===== src/rtl/ifetch_queue_if.sv =====
// Fetch-side bundle: instruction-memory request/ack plus the
// decoder-facing queue head. The fetch unit is the master.
//
// Handshakes: imem_req/imem_addr stay stable until imem_ack (or a
// redirect); a word is accepted only when imem_ack and imem_req are both
// high in the same cycle. The queue head transfers when instr_valid and
// instr_ready are both high at a rising edge; instr/instr_pc hold while
// instr_valid=1 and instr_ready=0.
interface ifetch_queue_if;
    logic        imem_req;
    logic [31:0] imem_addr;
    logic        imem_ack;
    logic [31:0] imem_rdata;
    logic        redirect;
    logic [31:0] redirect_pc;
    logic [31:0] instr;
    logic [31:0] instr_pc;
    logic        instr_valid;
    logic        instr_ready;

    modport master (
        output imem_req, imem_addr, instr, instr_pc, instr_valid,
        input  imem_ack, imem_rdata, redirect, redirect_pc, instr_ready
    );

    modport slave (
        input  imem_req, imem_addr, instr, instr_pc, instr_valid,
        output imem_ack, imem_rdata, redirect, redirect_pc, instr_ready
    );
endinterface


===== src/rtl/ifetch_queue.sv =====
// Instruction fetch unit with a small registered instruction queue.
// One outstanding memory request at a time; redirect flushes the queue
// and restarts fetch. mode_o exposes the EMPTY/FETCH/FULL state.
module ifetch_queue #(
    parameter logic [31:0] RESET_PC = 32'h0000_0000,
    parameter int          DEPTH    = 2
) (
    input  logic              clk,
    input  logic              reset,
    ifetch_queue_if.master    bus,
    output logic [1:0]        mode_o
);
    localparam int             PW       = (DEPTH == 4) ? 2 : 1;
    localparam logic [PW:0]    FULL_CNT = (PW + 1)'(DEPTH);

    typedef enum logic [1:0] {
        MODE_EMPTY = 2'd0,
        MODE_FETCH = 2'd1,
        MODE_FULL  = 2'd2
    } mode_t;

    logic [31:0]   fetch_pc_q, fetch_pc_d;
    logic [PW:0]   count_q, count_d;
    logic [PW-1:0] wr_ptr_q, wr_ptr_d;
    logic [PW-1:0] rd_ptr_q, rd_ptr_d;
    mode_t         mode_q, mode_d;
    logic [31:0]   word_q [DEPTH];
    logic [31:0]   pc_q   [DEPTH];
    logic          push;
    logic          pop;

    // Request only with a free slot; a redirect cycle never requests, so an
    // ack in that cycle can not be accepted. Reset holds the request low.
    assign bus.imem_req    = ~reset & (count_q < FULL_CNT) & ~bus.redirect;
    assign bus.imem_addr   = fetch_pc_q;
    assign bus.instr_valid = (count_q != '0);
    assign bus.instr       = word_q[rd_ptr_q];
    assign bus.instr_pc    = pc_q[rd_ptr_q];
    assign mode_o          = mode_q;

    assign push = bus.imem_ack & bus.imem_req;
    assign pop  = bus.instr_valid & bus.instr_ready;

    // Next-state for fetch PC, pointers and occupancy; redirect wins.
    always_comb begin
        fetch_pc_d = fetch_pc_q;
        count_d    = count_q;
        wr_ptr_d   = wr_ptr_q;
        rd_ptr_d   = rd_ptr_q;
        if (bus.redirect) begin
            fetch_pc_d = {bus.redirect_pc[31:2], 2'b00};
            count_d    = '0;
            wr_ptr_d   = '0;
            rd_ptr_d   = '0;
        end else begin
            if (push) begin
                fetch_pc_d = fetch_pc_q + 32'd4;
                wr_ptr_d   = wr_ptr_q + 1'b1;
            end
            if (pop) begin
                rd_ptr_d = rd_ptr_q + 1'b1;
            end
            if (push && !pop) begin
                count_d = count_q + 1'b1;
            end else if (!push && pop) begin
                count_d = count_q - 1'b1;
            end
        end
    end

    // Mode follows the next occupancy so it is registered with count.
    always_comb begin
        mode_d = MODE_FETCH;
        if (count_d == '0) begin
            mode_d = MODE_EMPTY;
        end else if (count_d == FULL_CNT) begin
            mode_d = MODE_FULL;
        end
    end

    // Control state: fetch PC, pointers, occupancy and mode.
    always_ff @(posedge clk or posedge reset) begin
        if (reset) begin
            fetch_pc_q <= RESET_PC;
            count_q    <= '0;
            wr_ptr_q   <= '0;
            rd_ptr_q   <= '0;
            mode_q     <= MODE_EMPTY;
        end else begin
            fetch_pc_q <= fetch_pc_d;
            count_q    <= count_d;
            wr_ptr_q   <= wr_ptr_d;
            rd_ptr_q   <= rd_ptr_d;
            mode_q     <= mode_d;
        end
    end

    // Queue storage; cleared on reset so the head reads zero while idle.
    always_ff @(posedge clk or posedge reset) begin
        if (reset) begin
            for (int i = 0; i < DEPTH; i++) begin
                word_q[i] <= '0;
                pc_q[i]   <= '0;
            end
        end else if (push) begin
            word_q[wr_ptr_q] <= bus.imem_rdata;
            pc_q[wr_ptr_q]   <= fetch_pc_q;
        end
    end
endmodule


===== src/flat_wrapper.sv =====
// flat-port wrapper written by rule: the top's interface ports become plain ports
module ifetch_queue_flat 
#(
    parameter logic [31:0] RESET_PC = 32'h0000_0000,
    parameter int          DEPTH    = 2
)
  (clk, reset, mode_o, bus_imem_req, bus_imem_addr, bus_instr, bus_instr_pc, bus_instr_valid, bus_imem_ack, bus_imem_rdata, bus_redirect, bus_redirect_pc, bus_instr_ready);
  ifetch_queue_if bus_i ();
  input  logic clk;
  input  logic reset;
  output logic [1:0] mode_o;
  output wire logic [$bits(bus_i.imem_req)-1:0] bus_imem_req;
  output wire logic [$bits(bus_i.imem_addr)-1:0] bus_imem_addr;
  output wire logic [$bits(bus_i.instr)-1:0] bus_instr;
  output wire logic [$bits(bus_i.instr_pc)-1:0] bus_instr_pc;
  output wire logic [$bits(bus_i.instr_valid)-1:0] bus_instr_valid;
  input wire logic [$bits(bus_i.imem_ack)-1:0] bus_imem_ack;
  input wire logic [$bits(bus_i.imem_rdata)-1:0] bus_imem_rdata;
  input wire logic [$bits(bus_i.redirect)-1:0] bus_redirect;
  input wire logic [$bits(bus_i.redirect_pc)-1:0] bus_redirect_pc;
  input wire logic [$bits(bus_i.instr_ready)-1:0] bus_instr_ready;
  assign bus_imem_req = bus_i.imem_req;
  assign bus_imem_addr = bus_i.imem_addr;
  assign bus_instr = bus_i.instr;
  assign bus_instr_pc = bus_i.instr_pc;
  assign bus_instr_valid = bus_i.instr_valid;
  assign bus_i.imem_ack = bus_imem_ack;
  assign bus_i.imem_rdata = bus_imem_rdata;
  assign bus_i.redirect = bus_redirect;
  assign bus_i.redirect_pc = bus_redirect_pc;
  assign bus_i.instr_ready = bus_instr_ready;
  ifetch_queue #(.RESET_PC(RESET_PC), .DEPTH(DEPTH)) u_core (.clk(clk), .reset(reset), .bus(bus_i), .mode_o(mode_o));
endmodule

===== config.mk =====
export PLATFORM = sky130hd
export DESIGN_NAME = ifetch_queue_flat
export DESIGN_NICKNAME = d
export VERILOG_FILES = /design/src/rtl/ifetch_queue_if.sv /design/src/rtl/ifetch_queue.sv /design/src/flat_wrapper.sv
export SDC_FILE = /design/constraint.sdc
export NUM_CORES = 1
export LEC_CHECK = 0
export ABC_AREA = 1
export BUFFER_PORTS_ARGS = -buffer_cell sky130_fd_sc_hd__clkbuf_2
export CORE_UTILIZATION = 50
export CTS_CLUSTER_DIAMETER = 30
export DETAILED_ROUTE_END_ITERATION = 10
export GPL_ROUTABILITY_DRIVEN = 1
export PLACE_DENSITY = 0.89
export SLEW_MARGIN = 10
export SYNTH_ARGS = -nofsm -noshare
export SYNTH_HDL_FRONTEND = slang
export SYNTH_SLANG_ARGS = --single-unit

===== constraint.sdc =====
create_clock -name clk -period 4.6 [get_ports clk]
set_clock_uncertainty 0.15 [all_clocks]
set_input_delay 0 -clock clk [delete_from_list [all_inputs] [get_ports clk]]
set_output_delay 0 -clock clk [all_outputs]
set_load 0.01 [all_outputs]

* After elaboration in Yosys (flattened, before gate mapping)
Cells that the tools add are included.
** Storage, ports and cells
- Flip-flop bits (word level) :: 166
- Input port bits :: 69
- Word-level logic and storage cells :: 57
** Cells by class
- Add/subtract/negate cells :: 5
- Order comparisons :: 4
- Equality and inequality tests :: 1
- Multiplexer cells :: 21
- Bitwise gates (word level) :: 8
- Reductions and logical operators :: 9
** Operators with widths (number)
- 32-bit 2-to-1 mux :: 9
- 64-bit bitwise mux :: 2
- 32-bit by 3-bit adder with 32-bit output, second input constant :: 1
- 32-bit demux with 1-bit select :: 1
- 2-bit 2-to-1 mux :: 5
- 2-bit nonzero test :: 3
- 1-bit bitwise AND :: 4
- 2-bit greater-or-equal comparator, second input constant :: 2
- 1-bit 2-to-1 mux :: 4
- 1-bit NOT with 2-bit output :: 2
- 1-bit logical AND :: 3
- 1-bit adder, second input constant :: 2
- 2-bit by 1-bit adder with 2-bit output, second input constant :: 1
- 2-bit == test, second input constant :: 1
- 1-bit logical NOT :: 2
- 2-bit logical NOT :: 1
- 2-bit by 1-bit < comparator with 1-bit output, second input constant :: 1
- 2-bit < comparator, second input constant :: 1
- 1-bit NOT :: 2
- 2-bit by 1-bit subtractor with 2-bit output, second input constant :: 1

* Depth between registers and ports, before layout
- Word-level depth :: 12
- Gate-level depth with buffers :: 10
- Mapped depth without buffers :: 10

* Least setup slack after synthesis
OpenSTA, ideal clock, no wires.
- Path kind :: reg-to-reg
- Start :: register u_core.fetch_pc_q[3], in the netlist u_core.bus.imem_addr[3]
- End :: register u_core.fetch_pc_q[26], in the netlist u_core.bus.imem_addr[26]
- Library setup time :: 121 ps
- Arrival time :: 1395 ps
- Data required time :: 4329 ps
- Slack :: 2934 ps
- Stages on the path, launching flop included :: 9
- Path buffers :: 0
- Cell sequence :: dfrtp_1 -> ha_1 -> nand2_1 -> nor2_1 -> nand2_1 -> nor2_2 -> nand3_1 -> nand3_1 -> nand2_1
** Between the ends
- Cells in the longest elaborated chain, start to end :: 3
** Ends and longest elaborated chain
- start, declared :: line ifetch_queue.sv:22 : logic [31:0] fetch_pc_q, fetch_pc_d;
- start signal, assigned :: line ifetch_queue.sv:90 : fetch_pc_q <= fetch_pc_d;
- 32-bit by 3-bit adder with 32-bit output :: line ifetch_queue.sv:57 : fetch_pc_d = fetch_pc_q + 32'd4;
- 32-bit 2-to-1 mux :: line ifetch_queue.sv:56 : if (push) begin
- 32-bit 2-to-1 mux :: line ifetch_queue.sv:50 : if (bus.redirect) begin
Every way passes these cells. The select of a mux whose other input is x is not followed.
A chain may end at the register's enable or synchronous reset.

* Worst setup path after layout
- Start :: register u_core.count_q[1]
- End :: register u_core.word_q[50] (netlist name)
** Between the ends
- Cells in the longest elaborated chain, start to end :: 4
** Ends and longest elaborated chain
- start, declared :: line ifetch_queue.sv:23 : logic [PW:0] count_q, count_d;
- start signal, assigned :: line ifetch_queue.sv:91 : count_q <= count_d;
- 2-bit < comparator :: line ifetch_queue.sv:34 : assign bus.imem_req = ~reset & (count_q < FULL_CNT) & ~bus.redirect;
- 1-bit bitwise AND (2 in a row) :: line ifetch_queue.sv:34
- 1-bit bitwise AND :: line ifetch_queue.sv:41 : assign push = bus.imem_ack & bus.imem_req;
- end signal, assigned by index :: line ifetch_queue.sv:106 : word_q[wr_ptr_q] <= bus.imem_rdata;
- end, declared :: line ifetch_queue.sv:27 : logic [31:0] word_q [DEPTH];
Every way passes these cells.

==> impl_metrics.toml <==
[outcome]
run_status = "finished, final reports clean"

[grt]
grt_pass1_wl_um = 35340
overflow = 0
grt_pass1_vias = 7433
antenna_found_initial = 1
grtUsageTotal_pct = 27.71
grt_max_degree = 127

[pwr]
peakVddDrop_uv = 273.4
clockPowerShare_pct = 29.1
p_int_w = 0.003128
power_switching_share_pct = 33.07
power_density_nw_per_um2 = 476.2
seqPwrFrac_pct = 44.9
switching_power_w = 0.001546
p_leak_nw = 4.760
combPwrFrac_pct = 25.9

[final_layout]
final_net_count = 1266
drive_gt1_share_pct = 17.32
fin_cells = 1396
post-route-util_pct = 64.55
synthToLayoutAreaGrowth_pct = 26.07
stdcell_area_um2 = 9813

[synthesis]
yosys.area.top_type = "dfrtp_1"
synth_top_area_share_pct = 51.12
ys_top_cells_by_area = "dfrtp_1, nand2_1, o21ai_0"
async_flop_share_pct = 100.0
yosysUniqueCellTypes = 30
synthesis.instances = 999
synth_area_per_cell_um2 = 7.792
syn_area_um2 = 7784
synth_ff_type = "dfrtp_1"
yosysMostFrequentCell = "nand2_1"
yosys_warnings = 0
synth_edf_count = 0
yosysSeqAreaShare_pct = 51.12
ys_top_cells_by_count = "nand2_1, dfrtp_1, o21ai_0"
ys_ff_latch = 159

[detailed_routing]
via_count = 7551
wl_um = 21530
drtAntennaViolNets = 0
drt_iter0_markers = 709
drt-vias-per-instance = 5.409
first_pass_iters = 5
drc_errors = 0
routedWlPerCell_um = 15.42

[worst_hold_path]
hp-class = "in2async"

[timing]
final.min_clock_period_ns = 2.905
tns_ns = 0
fmax_mhz = 344.2
tightestPinTransition_ns = 1.160
fin_crit_sh_pct = 63.15
final.setup.worst_slack_ns = 1.695
hold_viol = 0
rsz0062_at_grt = "false"
slew-limit-headroom_pct = 22.65
finalSetupViolCount = 0
timing.final.max_slew_violations = 0

[cts]
post_cts_resized = 0
cts_sinks = 159
path_clk_slew_ns = 0.06
htree_levels = 4
insertion_delay_ns = 0.42
holdBufCountCts = 65
clock_path_buffers = 2
ctsRootBufferMaster = "clkbuf_16"
post_cts_buffers = 0
cts_buffers = 17
cts_tree = "yes"

[floorplanning]
ios = 169
chipWidth_um = 126.8
rows = 45
die_area_um2 = 16070
start_util_pct = 51.20
die_h_um = 126.8
core_area_um2 = 15200

[critical_path]
reg2reg_depth = 5
r2r-start = "u_core.count_q[1]$_DFF_PP0_"
crit_required_ns = 4.70
critPathKind = "reg2reg"
critPathMaxFanout = 64
cp.arrival_ns = 3.01
end_kind = "register"
reg2reg_setup_slack_ns = 1.69
reg2reg_to = "u_core.word_q[50]$_DFFE_PP0P_"
cp-start-kind = "register"

[place]
place_inst = 1299
routabilityCongestion = 0.9232
portBuffers = 162
dp_slack_ns = 1.535
placed_cell_area_um2 = 8597
hpwl_um = 12570

[flow_run]
cap_violations = 0
per-stage QoR:
stage / total power [W] / hold WS [ns]
2_1_floorplan: 0.002793 / -0.09931
3_3_place_gp: 0.003179 / 0.02135
3_5_place_dp: 0.003237 / 0.02197
4_1_cts: 0.004642 / 0.1319
5_1_grt: 0.004941 / 0.1533
6_report: 0.004673 / 0.1092
worst max path at each step:
stage / startpoint / end / slack [ns] / depth (start not counted)
after detailed placement: bus_redirect / u_core.word_q[35]$_DFFE_PP0P_ / 1.54 / 6
after global routing: u_core.count_q[1]$_DFF_PP0_ / u_core.word_q[44]$_DFFE_PP0P_ / 1.45 / 6
after CTS: u_core.count_q[1]$_DFF_PP0_ / u_core.word_q[35]$_DFFE_PP0P_ / 1.76 / 5
final: u_core.count_q[1]$_DFF_PP0_ / u_core.word_q[50]$_DFFE_PP0P_ / 1.69 / 5
after floorplan: reset / u_core.bus.imem_addr[10]$_DFFE_PP0P_ / 0.16 / 1
after global placement: bus_redirect / u_core.word_q[49]$_DFFE_PP0P_ / 1.66 / 6
placed cells by master, fill, tap and decap left out, types with 2 or more instances in the layout:
cell / instances
nand2_1: 337
clkbuf_2: 162
dfrtp_1: 158
o21ai_0: 136
inv_1: 106
dlygate4sd3_1: 65
nand3_1: 47
nor2_1: 41
o21ai_1: 37
o21a_1: 27
a22oi_1: 19
clkbuf_16: 17
clkinv_2: 6
xor2_1: 4
conb_1: 4
clkinvlp_4: 4
buf_4: 4
inv_2: 3
nor2_4: 3
a21oi_1: 3
nor3_1: 3
nand4_1: 2
o221ai_1: 2
ha_1: 2
bufinv_16: 2
power groups by stage:
stage | registers [W] | clock network, W | logic [W]
after floorplan | 0.00202 | 0 | 0.000774
after global placement | 0.00209 | 0 | 0.00109
after detailed placement | 0.00211 | 0 | 0.00113
after CTS | 0.00208 | 0.00137 | 0.00119
after global routing | 0.00215 | 0.00144 | 0.00136
final | 0.00210 | 0.00136 | 0.00121
cell families (layout without fill, tap and decap cells):
kind of cell	count (synthesis)	count (layout)	share of synthesized area, %
compound gates	227	227	16.27
xor+xnor	4	4	0.4500
fa+ha+maj	2	2	0.3214
buf+inv	168	373	9.195
flops	159	159	51.12
other cells	1	5	0.04818
simple gates	438	438	22.60
metal layers:
metal	GRT usage [%]	up-vias	part of all wire [%]
met5	0	-	0
met4	12.68	0	2.7
met2	45.82	356	49
li1	-	3563	-
met3	7.381	57	7.6
met1	34.05	3575	41
flip-flops by register name, indices dropped and copies added, names as in the netlist:
register,flops
u_core.bus.imem_addr,30
u_core.count_q,2
u_core.mode_o,1
u_core.pc_q,60
u_core.rd_ptr_q,1
u_core.word_q,64
u_core.wr_ptr_q,1
layout make-up:
type	count	area (um^2)
antenna	1	2.502
multi-input combinational	675	3100
tap	188	235.2
timing repair buffer	232	1511
clock buffer	19	442.9
clock inverter	12	120.1
sequential	159	3983
inverter	110	417.9
fill	1199	5389
worst max-delay path, cell delays in order (launching register included):
cell,delay [ns]
dfrtp_1,0.37
inv_1,0.15
nand3_4,0.49
nor2_4,0.69
buf_4,0.62
o21ai_0,0.23
Note: power is estimated with default switching activity, not from simulation.
